<file path="config.mk">
export PLATFORM = sky130hd
export DESIGN_NAME = opb_sw_reg_bank_flat
export DESIGN_NICKNAME = d
export VERILOG_FILES = /design/src/rtl/opb_sw_reg_pkg.sv /design/src/rtl/opb_sw_reg_bank_if.sv /design/src/rtl/opb_byte_en_merge.sv /design/src/rtl/opb_sw_reg_bank.sv /design/src/flat_wrapper.sv
export SDC_FILE = /design/constraint.sdc
export NUM_CORES = 1
export LEC_CHECK = 0
export ABC_AREA = 0
export CORE_MARGIN = 4
export CORE_UTILIZATION = 45
export DETAILED_ROUTE_END_ITERATION = 8
export PLACE_DENSITY = 0.73
export REMOVE_ABC_BUFFERS = 1
export SLEW_MARGIN = 20
export SYNTH_ARGS = -nofsm -noshare
export SYNTH_HDL_FRONTEND = slang
export SYNTH_HIERARCHICAL = 1
export SYNTH_SLANG_ARGS = --single-unit
</file>
<file path="constraint.sdc">
create_clock -name OPB_Clk -period 2.8 [get_ports OPB_Clk]
set_input_delay 0.7 -clock OPB_Clk [delete_from_list [all_inputs] [get_ports OPB_Clk]]
set_output_delay 0.7 -clock OPB_Clk [all_outputs]
set_load 0.05 [all_outputs]
</file>
<file path="src/rtl/opb_sw_reg_pkg.sv">
// Shared definitions for the OPB software register bank: FSM encoding,
// bus word size and the index helpers for the STICKY/MASK slots.
package opb_sw_reg_pkg;

  typedef enum logic [1:0] {
    ST_IDLE = 2'd0,
    ST_ACK  = 2'd1,
    ST_GAP  = 2'd2
  } opb_state_e;

  localparam int unsigned WORD_BYTES = 4;

  // STICKY sits directly after the RW and RO blocks
  function automatic int unsigned sticky_idx(input int unsigned nrw, input int unsigned nro);
    return nrw + nro;
  endfunction

  // MASK follows STICKY
  function automatic int unsigned mask_idx(input int unsigned nrw, input int unsigned nro);
    return nrw + nro + 1;
  endfunction

endpackage

</file>
<file path="src/rtl/opb_sw_reg_bank_if.sv">
// OPB slave-side bus bundle. Bit 0 is the MSB on every vector, as on OPB.
interface opb_sw_reg_bank_if;
  logic [0:31] OPB_ABus;
  logic [0:3]  OPB_BE;
  logic [0:31] OPB_DBus;
  logic        OPB_RNW;
  logic        OPB_select;
  logic        OPB_seqAddr;
  logic [0:31] Sl_DBus;
  logic        Sl_xferAck;
  logic        Sl_errAck;
  logic        Sl_retry;
  logic        Sl_toutSup;

  modport master (
    output OPB_ABus, OPB_BE, OPB_DBus, OPB_RNW, OPB_select, OPB_seqAddr,
    input  Sl_DBus, Sl_xferAck, Sl_errAck, Sl_retry, Sl_toutSup
  );

  modport slave (
    input  OPB_ABus, OPB_BE, OPB_DBus, OPB_RNW, OPB_select, OPB_seqAddr,
    output Sl_DBus, Sl_xferAck, Sl_errAck, Sl_retry, Sl_toutSup
  );
endinterface

</file>
<file path="src/rtl/opb_byte_en_merge.sv">
// Byte-enable merge: BE[0] selects the most significant byte (big-endian lanes).
module opb_byte_en_merge
  import opb_sw_reg_pkg::*;
(
  input  logic [31:0] old_i,
  input  logic [31:0] new_i,
  input  logic [0:3]  be_i,
  output logic [31:0] merged_o
);

  // Replace each enabled byte lane, keep the rest
  always_comb begin
    merged_o = old_i;
    for (int j = 0; j < WORD_BYTES; j++) begin
      if (be_i[j]) merged_o[31-8*j -: 8] = new_i[31-8*j -: 8];
    end
  end

endmodule

</file>
<file path="src/rtl/opb_sw_reg_bank.sv">
// OPB slave register bank: NUM_RW read/write regs, NUM_RO read-only inputs,
// a sticky event register with write-1-to-clear, an interrupt mask and irq.
// Transfers take three cycles: decode/commit, ack, gap.
module opb_sw_reg_bank
  import opb_sw_reg_pkg::*;
#(
  parameter logic [31:0] C_BASEADDR   = 32'h0,
  parameter logic [31:0] C_HIGHADDR   = 32'hFF,
  parameter int unsigned C_OPB_AWIDTH = 32,
  parameter int unsigned C_OPB_DWIDTH = 32,
  parameter int unsigned NUM_RW       = 4,
  parameter int unsigned NUM_RO       = 2
) (
  input  logic                   OPB_Clk,
  input  logic                   OPB_Rst_n,
  opb_sw_reg_bank_if.slave       bus,
  output logic [NUM_RW*32-1:0]   rw_regs,
  output logic [NUM_RW-1:0]      rw_wr_strobe,
  input  logic [NUM_RO*32-1:0]   ro_regs,
  input  logic [31:0]            event_in,
  output logic                   irq
);

  localparam int unsigned STICKY_IDX = sticky_idx(NUM_RW, NUM_RO);
  localparam int unsigned MASK_IDX   = mask_idx(NUM_RW, NUM_RO);
  localparam logic [C_OPB_AWIDTH-1:0] SPAN = C_OPB_AWIDTH'(C_HIGHADDR - C_BASEADDR);

  opb_state_e                state_q;
  logic [NUM_RW-1:0][31:0]   rw_q, rw_d, rw_merged;
  logic [31:0]               sticky_q, sticky_d, mask_q, mask_d, mask_merged;
  logic [31:0]               w1c_bits, sticky_clr, rd_data, dbus_q;
  logic                      xfer_ack_q, err_ack_q, irq_q;
  logic [NUM_RW-1:0]         strobe_q, wr_sel;

  logic [C_OPB_AWIDTH-1:0]   addr, off, idx;
  logic [C_OPB_DWIDTH-1:0]   wdata;
  logic                      hit, mapped, wr;
  logic                      unused_seq;

  // Offset from base; an address below base wraps above SPAN and misses
  assign addr       = bus.OPB_ABus;
  assign wdata      = bus.OPB_DBus;
  assign off        = addr - C_OPB_AWIDTH'(C_BASEADDR);
  assign idx        = off >> $clog2(WORD_BYTES);
  assign hit        = bus.OPB_select && (off <= SPAN);
  assign mapped     = idx <= C_OPB_AWIDTH'(MASK_IDX);
  assign wr         = (state_q == ST_IDLE) && hit && mapped && !bus.OPB_RNW;
  assign unused_seq = bus.OPB_seqAddr;

  // Byte-lane merges: one per RW register, one for MASK, one for W1C bits
  for (genvar k = 0; k < NUM_RW; k++) begin : g_rw
    opb_byte_en_merge u_merge (
      .old_i    (rw_q[k]),
      .new_i    (wdata),
      .be_i     (bus.OPB_BE),
      .merged_o (rw_merged[k])
    );
  end

  opb_byte_en_merge u_mask_merge (
    .old_i    (mask_q),
    .new_i    (wdata),
    .be_i     (bus.OPB_BE),
    .merged_o (mask_merged)
  );

  opb_byte_en_merge u_w1c_merge (
    .old_i    (32'h0),
    .new_i    (wdata),
    .be_i     (bus.OPB_BE),
    .merged_o (w1c_bits)
  );

  // Write decode and next-state for the writable registers
  always_comb begin
    wr_sel = '0;
    rw_d   = rw_q;
    for (int k = 0; k < NUM_RW; k++) begin
      if (wr && idx == C_OPB_AWIDTH'(k)) begin
        wr_sel[k] = 1'b1;
        rw_d[k]   = rw_merged[k];
      end
    end
    mask_d     = (wr && idx == C_OPB_AWIDTH'(MASK_IDX)) ? mask_merged : mask_q;
    sticky_clr = (wr && idx == C_OPB_AWIDTH'(STICKY_IDX)) ? w1c_bits : 32'h0;
    // event set is applied after the clear so a simultaneous set wins
    sticky_d   = (sticky_q & ~sticky_clr) | event_in;
  end

  // Read mux over the whole map; unmapped indices read as zero
  always_comb begin
    rd_data = 32'h0;
    for (int k = 0; k < NUM_RW; k++)
      if (idx == C_OPB_AWIDTH'(k)) rd_data = rw_q[k];
    for (int k = 0; k < NUM_RO; k++)
      if (idx == C_OPB_AWIDTH'(NUM_RW + k)) rd_data = ro_regs[32*k +: 32];
    if (idx == C_OPB_AWIDTH'(STICKY_IDX)) rd_data = sticky_q;
    if (idx == C_OPB_AWIDTH'(MASK_IDX))   rd_data = mask_q;
  end

  // Transfer FSM with registered ack, read data and strobes
  always_ff @(posedge OPB_Clk or negedge OPB_Rst_n) begin
    if (!OPB_Rst_n) begin
      state_q    <= ST_IDLE;
      xfer_ack_q <= 1'b0;
      err_ack_q  <= 1'b0;
      dbus_q     <= 32'h0;
      strobe_q   <= '0;
    end else begin
      xfer_ack_q <= 1'b0;
      err_ack_q  <= 1'b0;
      dbus_q     <= 32'h0;
      strobe_q   <= '0;
      case (state_q)
        ST_IDLE: begin
          if (hit) begin
            state_q    <= ST_ACK;
            xfer_ack_q <= mapped;
            err_ack_q  <= !mapped;
            strobe_q   <= wr_sel;
            if (mapped && bus.OPB_RNW) dbus_q <= rd_data;
          end
        end
        ST_ACK:  state_q <= ST_GAP;
        default: state_q <= ST_IDLE;
      endcase
    end
  end

  // Register storage and irq, which lags STICKY/MASK by one cycle
  always_ff @(posedge OPB_Clk or negedge OPB_Rst_n) begin
    if (!OPB_Rst_n) begin
      rw_q     <= '0;
      mask_q   <= 32'h0;
      sticky_q <= 32'h0;
      irq_q    <= 1'b0;
    end else begin
      rw_q     <= rw_d;
      mask_q   <= mask_d;
      sticky_q <= sticky_d;
      irq_q    <= |(sticky_q & mask_q);
    end
  end

  assign bus.Sl_DBus    = dbus_q;
  assign bus.Sl_xferAck = xfer_ack_q;
  assign bus.Sl_errAck  = err_ack_q;
  assign bus.Sl_retry   = 1'b0;
  assign bus.Sl_toutSup = 1'b0;
  assign rw_regs        = rw_q;
  assign rw_wr_strobe   = strobe_q;
  assign irq            = irq_q;

endmodule
</file>
<file path="src/flat_wrapper.sv">
// flat-port wrapper written by rule: the top's interface ports become plain ports
module opb_sw_reg_bank_flat import opb_sw_reg_pkg::*;
#(
  parameter logic [31:0] C_BASEADDR   = 32'h0,
  parameter logic [31:0] C_HIGHADDR   = 32'hFF,
  parameter int unsigned C_OPB_AWIDTH = 32,
  parameter int unsigned C_OPB_DWIDTH = 32,
  parameter int unsigned NUM_RW       = 4,
  parameter int unsigned NUM_RO       = 2
)
  (OPB_Clk, OPB_Rst_n, rw_regs, rw_wr_strobe, ro_regs, event_in, irq, bus_OPB_ABus, bus_OPB_BE, bus_OPB_DBus, bus_OPB_RNW, bus_OPB_select, bus_OPB_seqAddr, bus_Sl_DBus, bus_Sl_xferAck, bus_Sl_errAck, bus_Sl_retry, bus_Sl_toutSup);
  opb_sw_reg_bank_if bus_i ();
  input  logic OPB_Clk;
  input  logic OPB_Rst_n;
  output logic [NUM_RW*32-1:0] rw_regs;
  output logic [NUM_RW-1:0] rw_wr_strobe;
  input  logic [NUM_RO*32-1:0] ro_regs;
  input  logic [31:0] event_in;
  output logic irq;
  input wire logic [$bits(bus_i.OPB_ABus)-1:0] bus_OPB_ABus;
  input wire logic [$bits(bus_i.OPB_BE)-1:0] bus_OPB_BE;
  input wire logic [$bits(bus_i.OPB_DBus)-1:0] bus_OPB_DBus;
  input wire logic [$bits(bus_i.OPB_RNW)-1:0] bus_OPB_RNW;
  input wire logic [$bits(bus_i.OPB_select)-1:0] bus_OPB_select;
  input wire logic [$bits(bus_i.OPB_seqAddr)-1:0] bus_OPB_seqAddr;
  output wire logic [$bits(bus_i.Sl_DBus)-1:0] bus_Sl_DBus;
  output wire logic [$bits(bus_i.Sl_xferAck)-1:0] bus_Sl_xferAck;
  output wire logic [$bits(bus_i.Sl_errAck)-1:0] bus_Sl_errAck;
  output wire logic [$bits(bus_i.Sl_retry)-1:0] bus_Sl_retry;
  output wire logic [$bits(bus_i.Sl_toutSup)-1:0] bus_Sl_toutSup;
  assign bus_i.OPB_ABus = bus_OPB_ABus;
  assign bus_i.OPB_BE = bus_OPB_BE;
  assign bus_i.OPB_DBus = bus_OPB_DBus;
  assign bus_i.OPB_RNW = bus_OPB_RNW;
  assign bus_i.OPB_select = bus_OPB_select;
  assign bus_i.OPB_seqAddr = bus_OPB_seqAddr;
  assign bus_Sl_DBus = bus_i.Sl_DBus;
  assign bus_Sl_xferAck = bus_i.Sl_xferAck;
  assign bus_Sl_errAck = bus_i.Sl_errAck;
  assign bus_Sl_retry = bus_i.Sl_retry;
  assign bus_Sl_toutSup = bus_i.Sl_toutSup;
  opb_sw_reg_bank #(.C_BASEADDR(C_BASEADDR), .C_HIGHADDR(C_HIGHADDR), .C_OPB_AWIDTH(C_OPB_AWIDTH), .C_OPB_DWIDTH(C_OPB_DWIDTH), .NUM_RW(NUM_RW), .NUM_RO(NUM_RO)) u_core (.OPB_Clk(OPB_Clk), .OPB_Rst_n(OPB_Rst_n), .bus(bus_i), .rw_regs(rw_regs), .rw_wr_strobe(rw_wr_strobe), .ro_regs(ro_regs), .event_in(event_in), .irq(irq));
endmodule
</file>
Word-level counts from Yosys, hierarchy flattened:

Cells that the tools add are included.

* register bits after elaboration: 233
* latch bits: 0
* RAM bits: 0
* memory bits (read-only): 0
* bits of input ports: 169
* output and inout port bits: 169
* word-level logic and storage cells: 106
* memories kept: 0

* add/subtract/negate cells: 0
* multipliers: 0
* div/mod/pow operators: 0
* $lt $le $gt $ge: 2
* equality and inequality tests: 9
* shift-type cells: 0
* multiplexer cells: 28
* bitwise logic cells: 4
* reduce and logical (&&, ||, !) cells: 36

Operators with widths (count)
* 32-bit 2-to-1 mux: 12
* 30-bit by 3-bit equality test with 1-bit output, second input constant: 4
* 32-bit bitwise AND: 2
* 30-bit by 2-bit equality test with 1-bit output, second input constant: 2
* 2-bit AND reduction: 20
* 32-bit by 8-bit less-or-equal comparator with 1-bit output, second input constant: 1
* 32-bit logical NOT: 1
* 8-bit 2-to-1 mux: 4
* 32-bit NOT: 1
* 32-bit OR: 1
* 32-bit OR reduction: 1
* 30-bit by 1-bit equality test with 1-bit output, second input constant: 1
* 30-bit by 3-bit less-or-equal comparator with 1-bit output, second input constant: 1
* 1-bit logical AND: 11
* 1-bit 2-to-1 mux: 8
* 4-bit 2-to-1 mux: 2
* 2-bit one-hot mux with 2 select lines: 1
* 2-bit by 1-bit equality test with 1-bit output, second input constant: 1
* 1-bit logical NOT: 2
* 2-bit logical NOT: 1
* 2-bit 2-to-1 mux: 1
* 2-bit by 1-bit != test with 1-bit output, second input constant: 1

Longest topological paths before layout:

* depth after elaboration: 12
* depth in mapped cells: 8
* mapped depth without buffers: 5

Cells and area by module:

The synthesis kept the hierarchy.

By module, submodules not included
* opb_sw_reg_bank: times used 1, cells each 896, area an instance 11026.8 um2, seq. area each 5830.6 um2
* opb_byte_en_merge: times used 6, cells each 36, area an instance 525.5 um2, seq. area each 0.0 um2

Worst setup path before layout:

No wires, ideal clock.

* path type: input -> register
* start point: input port bus_OPB_ABus[13]
* end point: register u_core.dbus_q[21], in the netlist u_core/bus.Sl_DBus[10]
* library setup time: 103 ps
* data arrival time: 2531 ps
* data required time: 2697 ps
* slack: 165 ps
* stages: 8
* path buffers: 3
* cells stage by stage: nor4_2 nand4_2 or2_1 clkbuf_1 or3_1 buf_2 buf_6 o41ai_2

* word-level cells in the longest chain between the ends: 12
* elaborated cells between the ends (all ways): 23
* those cells by class: order compare: 2; eq/ne: 7; mux: 11; reduce/logical: 3

RTL lines
* start: declaration: line flat_wrapper.sv:20 `input wire logic [$bits(bus_i.OPB_ABus)-1:0] bus_OPB_ABus;`
* 32-bit logical NOT: line opb_sw_reg_bank.sv:94 `if (idx == C_OPB_AWIDTH'(k)) rd_data = rw_q[k];`
* 32-bit 2-to-1 mux (4 in a row): line opb_sw_reg_bank.sv:94
* 32-bit 2-to-1 mux (2 in a row): line opb_sw_reg_bank.sv:96 `if (idx == C_OPB_AWIDTH'(NUM_RW + k)) rd_data = ro_regs[32*k +: 32];`
* 32-bit 2-to-1 mux: line opb_sw_reg_bank.sv:97 `if (idx == C_OPB_AWIDTH'(STICKY_IDX)) rd_data = sticky_q;`
* 32-bit 2-to-1 mux: line opb_sw_reg_bank.sv:98 `if (idx == C_OPB_AWIDTH'(MASK_IDX)) rd_data = mask_q;`
* 32-bit 2-to-1 mux: line opb_sw_reg_bank.sv:121 `if (mapped && bus.OPB_RNW) dbus_q <= rd_data;`
* 32-bit 2-to-1 mux *: line opb_sw_reg_bank.sv:116 `if (hit) begin`
* 32-bit 2-to-1 mux *: line opb_sw_reg_bank.sv:114 `case (state_q)`
* end signal: assignment: line opb_sw_reg_bank.sv:121
* end: declaration: line opb_sw_reg_bank.sv:31 `logic [31:0] w1c_bits, sticky_clr, rd_data, dbus_q;`

Every way passes the cells marked *; elsewhere a longest branch is shown, timed or not.
A chain may end at the register's enable or synchronous reset.

Final worst setup path:

* start point: input port bus_OPB_ABus[26]
* end point: register u_core.dbus_q[13], in the netlist u_core/bus.Sl_DBus[18]

Same word-level chain as after synthesis.

==> metrics.txt <==
fin crit share=92.2%; number of synthesized flops with an enable pin=0; critical path type=in2reg; largest area contributor in the netlist=dfrtp_1; class of the worst hold path=in2async; Final Hold Fails=0; layout cells sized above 1=35.6%; CTS resizes=0; setup slack at placement=-0.336 ns; Die Wd=186 um; dpl hpwl=32.1 mm; clock buffer depth=3; CP Launch Type=input port; top_reg_cell synth=dfrtp_1; worst-path maximum fanout=8; Layout area overhead=35.6%; Leakage=0.00878 uW; initial antenna violation count=3; Achievable Freq=387 MHz; routability congestion estimate=0.820; pin count of the biggest net entering global routing=66; CTS Sinks=233; Seq cells post-synth=233; # DRC=0; Cell Rows=64; Power Density=423 nW/um^2; Final Util=62.3%; worst-path cell chain=clkdlybuf4s50_1 > nor4_2 > nand4_1 > or2_2 > or3_1 > buf_4 > o41ai_1; worst setup margin=0.218 ns; Worst setup EP type=register; crit path DAT=3.01 ns; via count=10830; Required @ worst endpoint=3.23 ns; hold-fix buffer count after cts=0; crit-path leading delay family=simple AND/OR/NAND/NOR gates; port bufs=332; worst skew pair latency=0.55 ns; core region area=30800 um^2; Initial DRC Count=706; post-synthesis cell area=14200 um^2; area share of the largest cell type after synthesis=41.1%; Post-Route Skew=0.0143 ns; GRT Util Overall=26.1%; Via density=5.71; Worst VDD drop=405 uV; Avg Cell Area, Syn=12.8 um^2; total wire length=45.9 mm; first-pass detailed-route iteration total=5; Crit-path slowest cell=clkdlybuf4s50_1; die area=34400 um^2; run status=finished, final reports clean; sequential share of the synthesized area=41.1%; count of different cell masters after synthesis=43; die height=186 um; Total Nets Final=1650; fraction of registers with async set/reset=100%; H-Tree Depth=1; Initial Util=46.0%; minimum clock period=2.58 ns; # diodes=0; CTS Buf Count=28; boundary pin count=338; Antenna Nets Post-Route=0; slew margin rel.=58.8%; Clock transition at path regs=0.06 ns; Finish-stage setup viols=0; RSZ-0062 raised after global routing=false; Max-Cap Viols=0; yosys warns=6; top cells by area, synth=dfrtp_1, mux2_4, mux2_2, mux4_2, mux2i_1; Post-Syn Instances=1112; root buffer cell=clkbuf_16; Crit path buffers/inverters=2; Max stage delay on crit path=0.41 ns; Final Slew Violations=0; worst-margin pin slew=0.616 ns; # fillers=2453; vias in the first global route=11537; CTS tree=done; post-DR wirelength/cell=24.2 um; first-pass GRT wire length=69.7 mm; post-CTS setup buffer count=0; total global routing overflow=0; final hold slack=0.110 ns
-- power breakdown --
group	internal, uW	total [uW]	switching [uW]
Sequential	3370	3370	0.00000709
Clock	2240	3740	1510
Combinational	570	1010	442
-- per-layer routing --
metal | wire [um] | part of all wire [%] | global-route usage, % | vias up
li1 | - | - | - | 4807
met1 | 19300 | 42 | 34.5 | 5509
met2 | 21200 | 46 | 41.9 | 409
met3 | 3590 | 7.8 | 6.92 | 99
met4 | 1650 | 3.6 | 8.49 | 6
met5 | 34 | 0.074 | 0 | -
-- kinds of logic (layout without fill, tap and decap cells) --
logic type | Yosys count | in the layout | synth area share (%)
mux | 416 | 416 | 39.2
flops | 233 | 233 | 41.1
simple gates | 198 | 198 | 6.86
compound gates | 159 | 159 | 8.60
buf+inv | 105 | 462 | 4.20
other cells | 1 | 34 | 0.0264
-- layout make-up --
| type | instances | area [um^2] | area share, % |
|---|---|---|---|
| inverters | 15 | 56.3 | 0.293 |
| flip-flops and latches | 233 | 5830 | 30.3 |
| clock inverters | 16 | 171 | 0.892 |
| clock buffers | 35 | 777 | 4.04 |
| multi-input cells | 807 | 7910 | 41.1 |
| repair buffers | 396 | 3980 | 20.7 |
| well taps | 396 | 495 | 2.58 |
-- worst register-to-register path: stages, from the launching register on --
cell and delay (ns):
dfrtp_1 0.38, nor4_1 0.40, nand2_1 0.19, nor3_2 0.13, buf_4 0.17, nand4_1 0.13, buf_4 0.28, mux2_1 0.38
-- per-stage QoR --
step	instances	TNS, ns	cell area, um^2	power (uW)
6_report	1898	0	19200	8120
5_1_grt	1898	0	19200	8380
4_1_cts	1898	0	19200	8200
3_5_place_dp	1847	-37.79	18300	4440
3_3_place_gp	1847	-29.33	18300	4430
2_1_floorplan	1055	-84.85	13800	3830
-- layout by cell type, fill, tap and decap left out, types with 17 or more instances in the layout --
cell               n
a21o_1            32
a21oi_1           47
buf_4             52
clkbuf_16         28
clkdlybuf4s50_1  324
conb_1            34
dfrtp_1          233
mux2_2           161
mux2_4           192
mux2i_1           32
mux4_2            17
nand2_1           54
nand2b_1          18
nor2_1            67
nor4_1            17
o211ai_1          17
o221a_2           17
-- state kept, by name, summed over array words and instances, names as in the netlist --
name / count
u_core/mask_q: 32
u_core/bus.Sl_errAck: 1
u_core/bus.Sl_xferAck: 1
u_core/rw_wr_strobe: 4
u_core/rw_regs: 128
u_core/state_q: 2
u_core/bus.Sl_DBus: 32
u_core/irq: 1
u_core/sticky_q: 32
-- final timing paths --
kind	cells after the start	slack (ns)	from	to
worst min-delay path	1	0.11	OPB_Rst_n	u_core/rw_regs[6]
worst max-delay path	7	0.22	bus_OPB_ABus[26]	u_core/bus.Sl_DBus[18]
min in group OPB_Clk	1	0.44	u_core/state_q[1]	u_core/state_q[1]
worst max register to register	7	0.63	u_core/state_q[1]	u_core/rw_regs[102]
max in group asynchronous	2	1.97	OPB_Rst_n	u_core/rw_regs[20]
worst min register to register	1	0.44	u_core/state_q[1]	u_core/state_q[1]
-- synthesized netlist by cell type (4+ instances only) --
cell / count
dfrtp_1: 233
mux2_4: 192
mux2_2: 161
nor2_1: 67
nand2_1: 55
clkbuf_1: 48
a21oi_1: 47
a21o_1: 32
mux2i_1: 32
buf_6: 25
nor4_1: 19
nand2b_1: 18
mux4_2: 17
o211ai_1: 17
o221a_2: 17
inv_1: 15
o22ai_1: 15
mux2_1: 14
a22oi_1: 12
buf_1: 10
o41ai_2: 10
nand3_1: 7
buf_2: 5
nor4_2: 5
o41ai_1: 5
nand4_1: 4
Note: power is estimated with default switching activity, not from simulation.
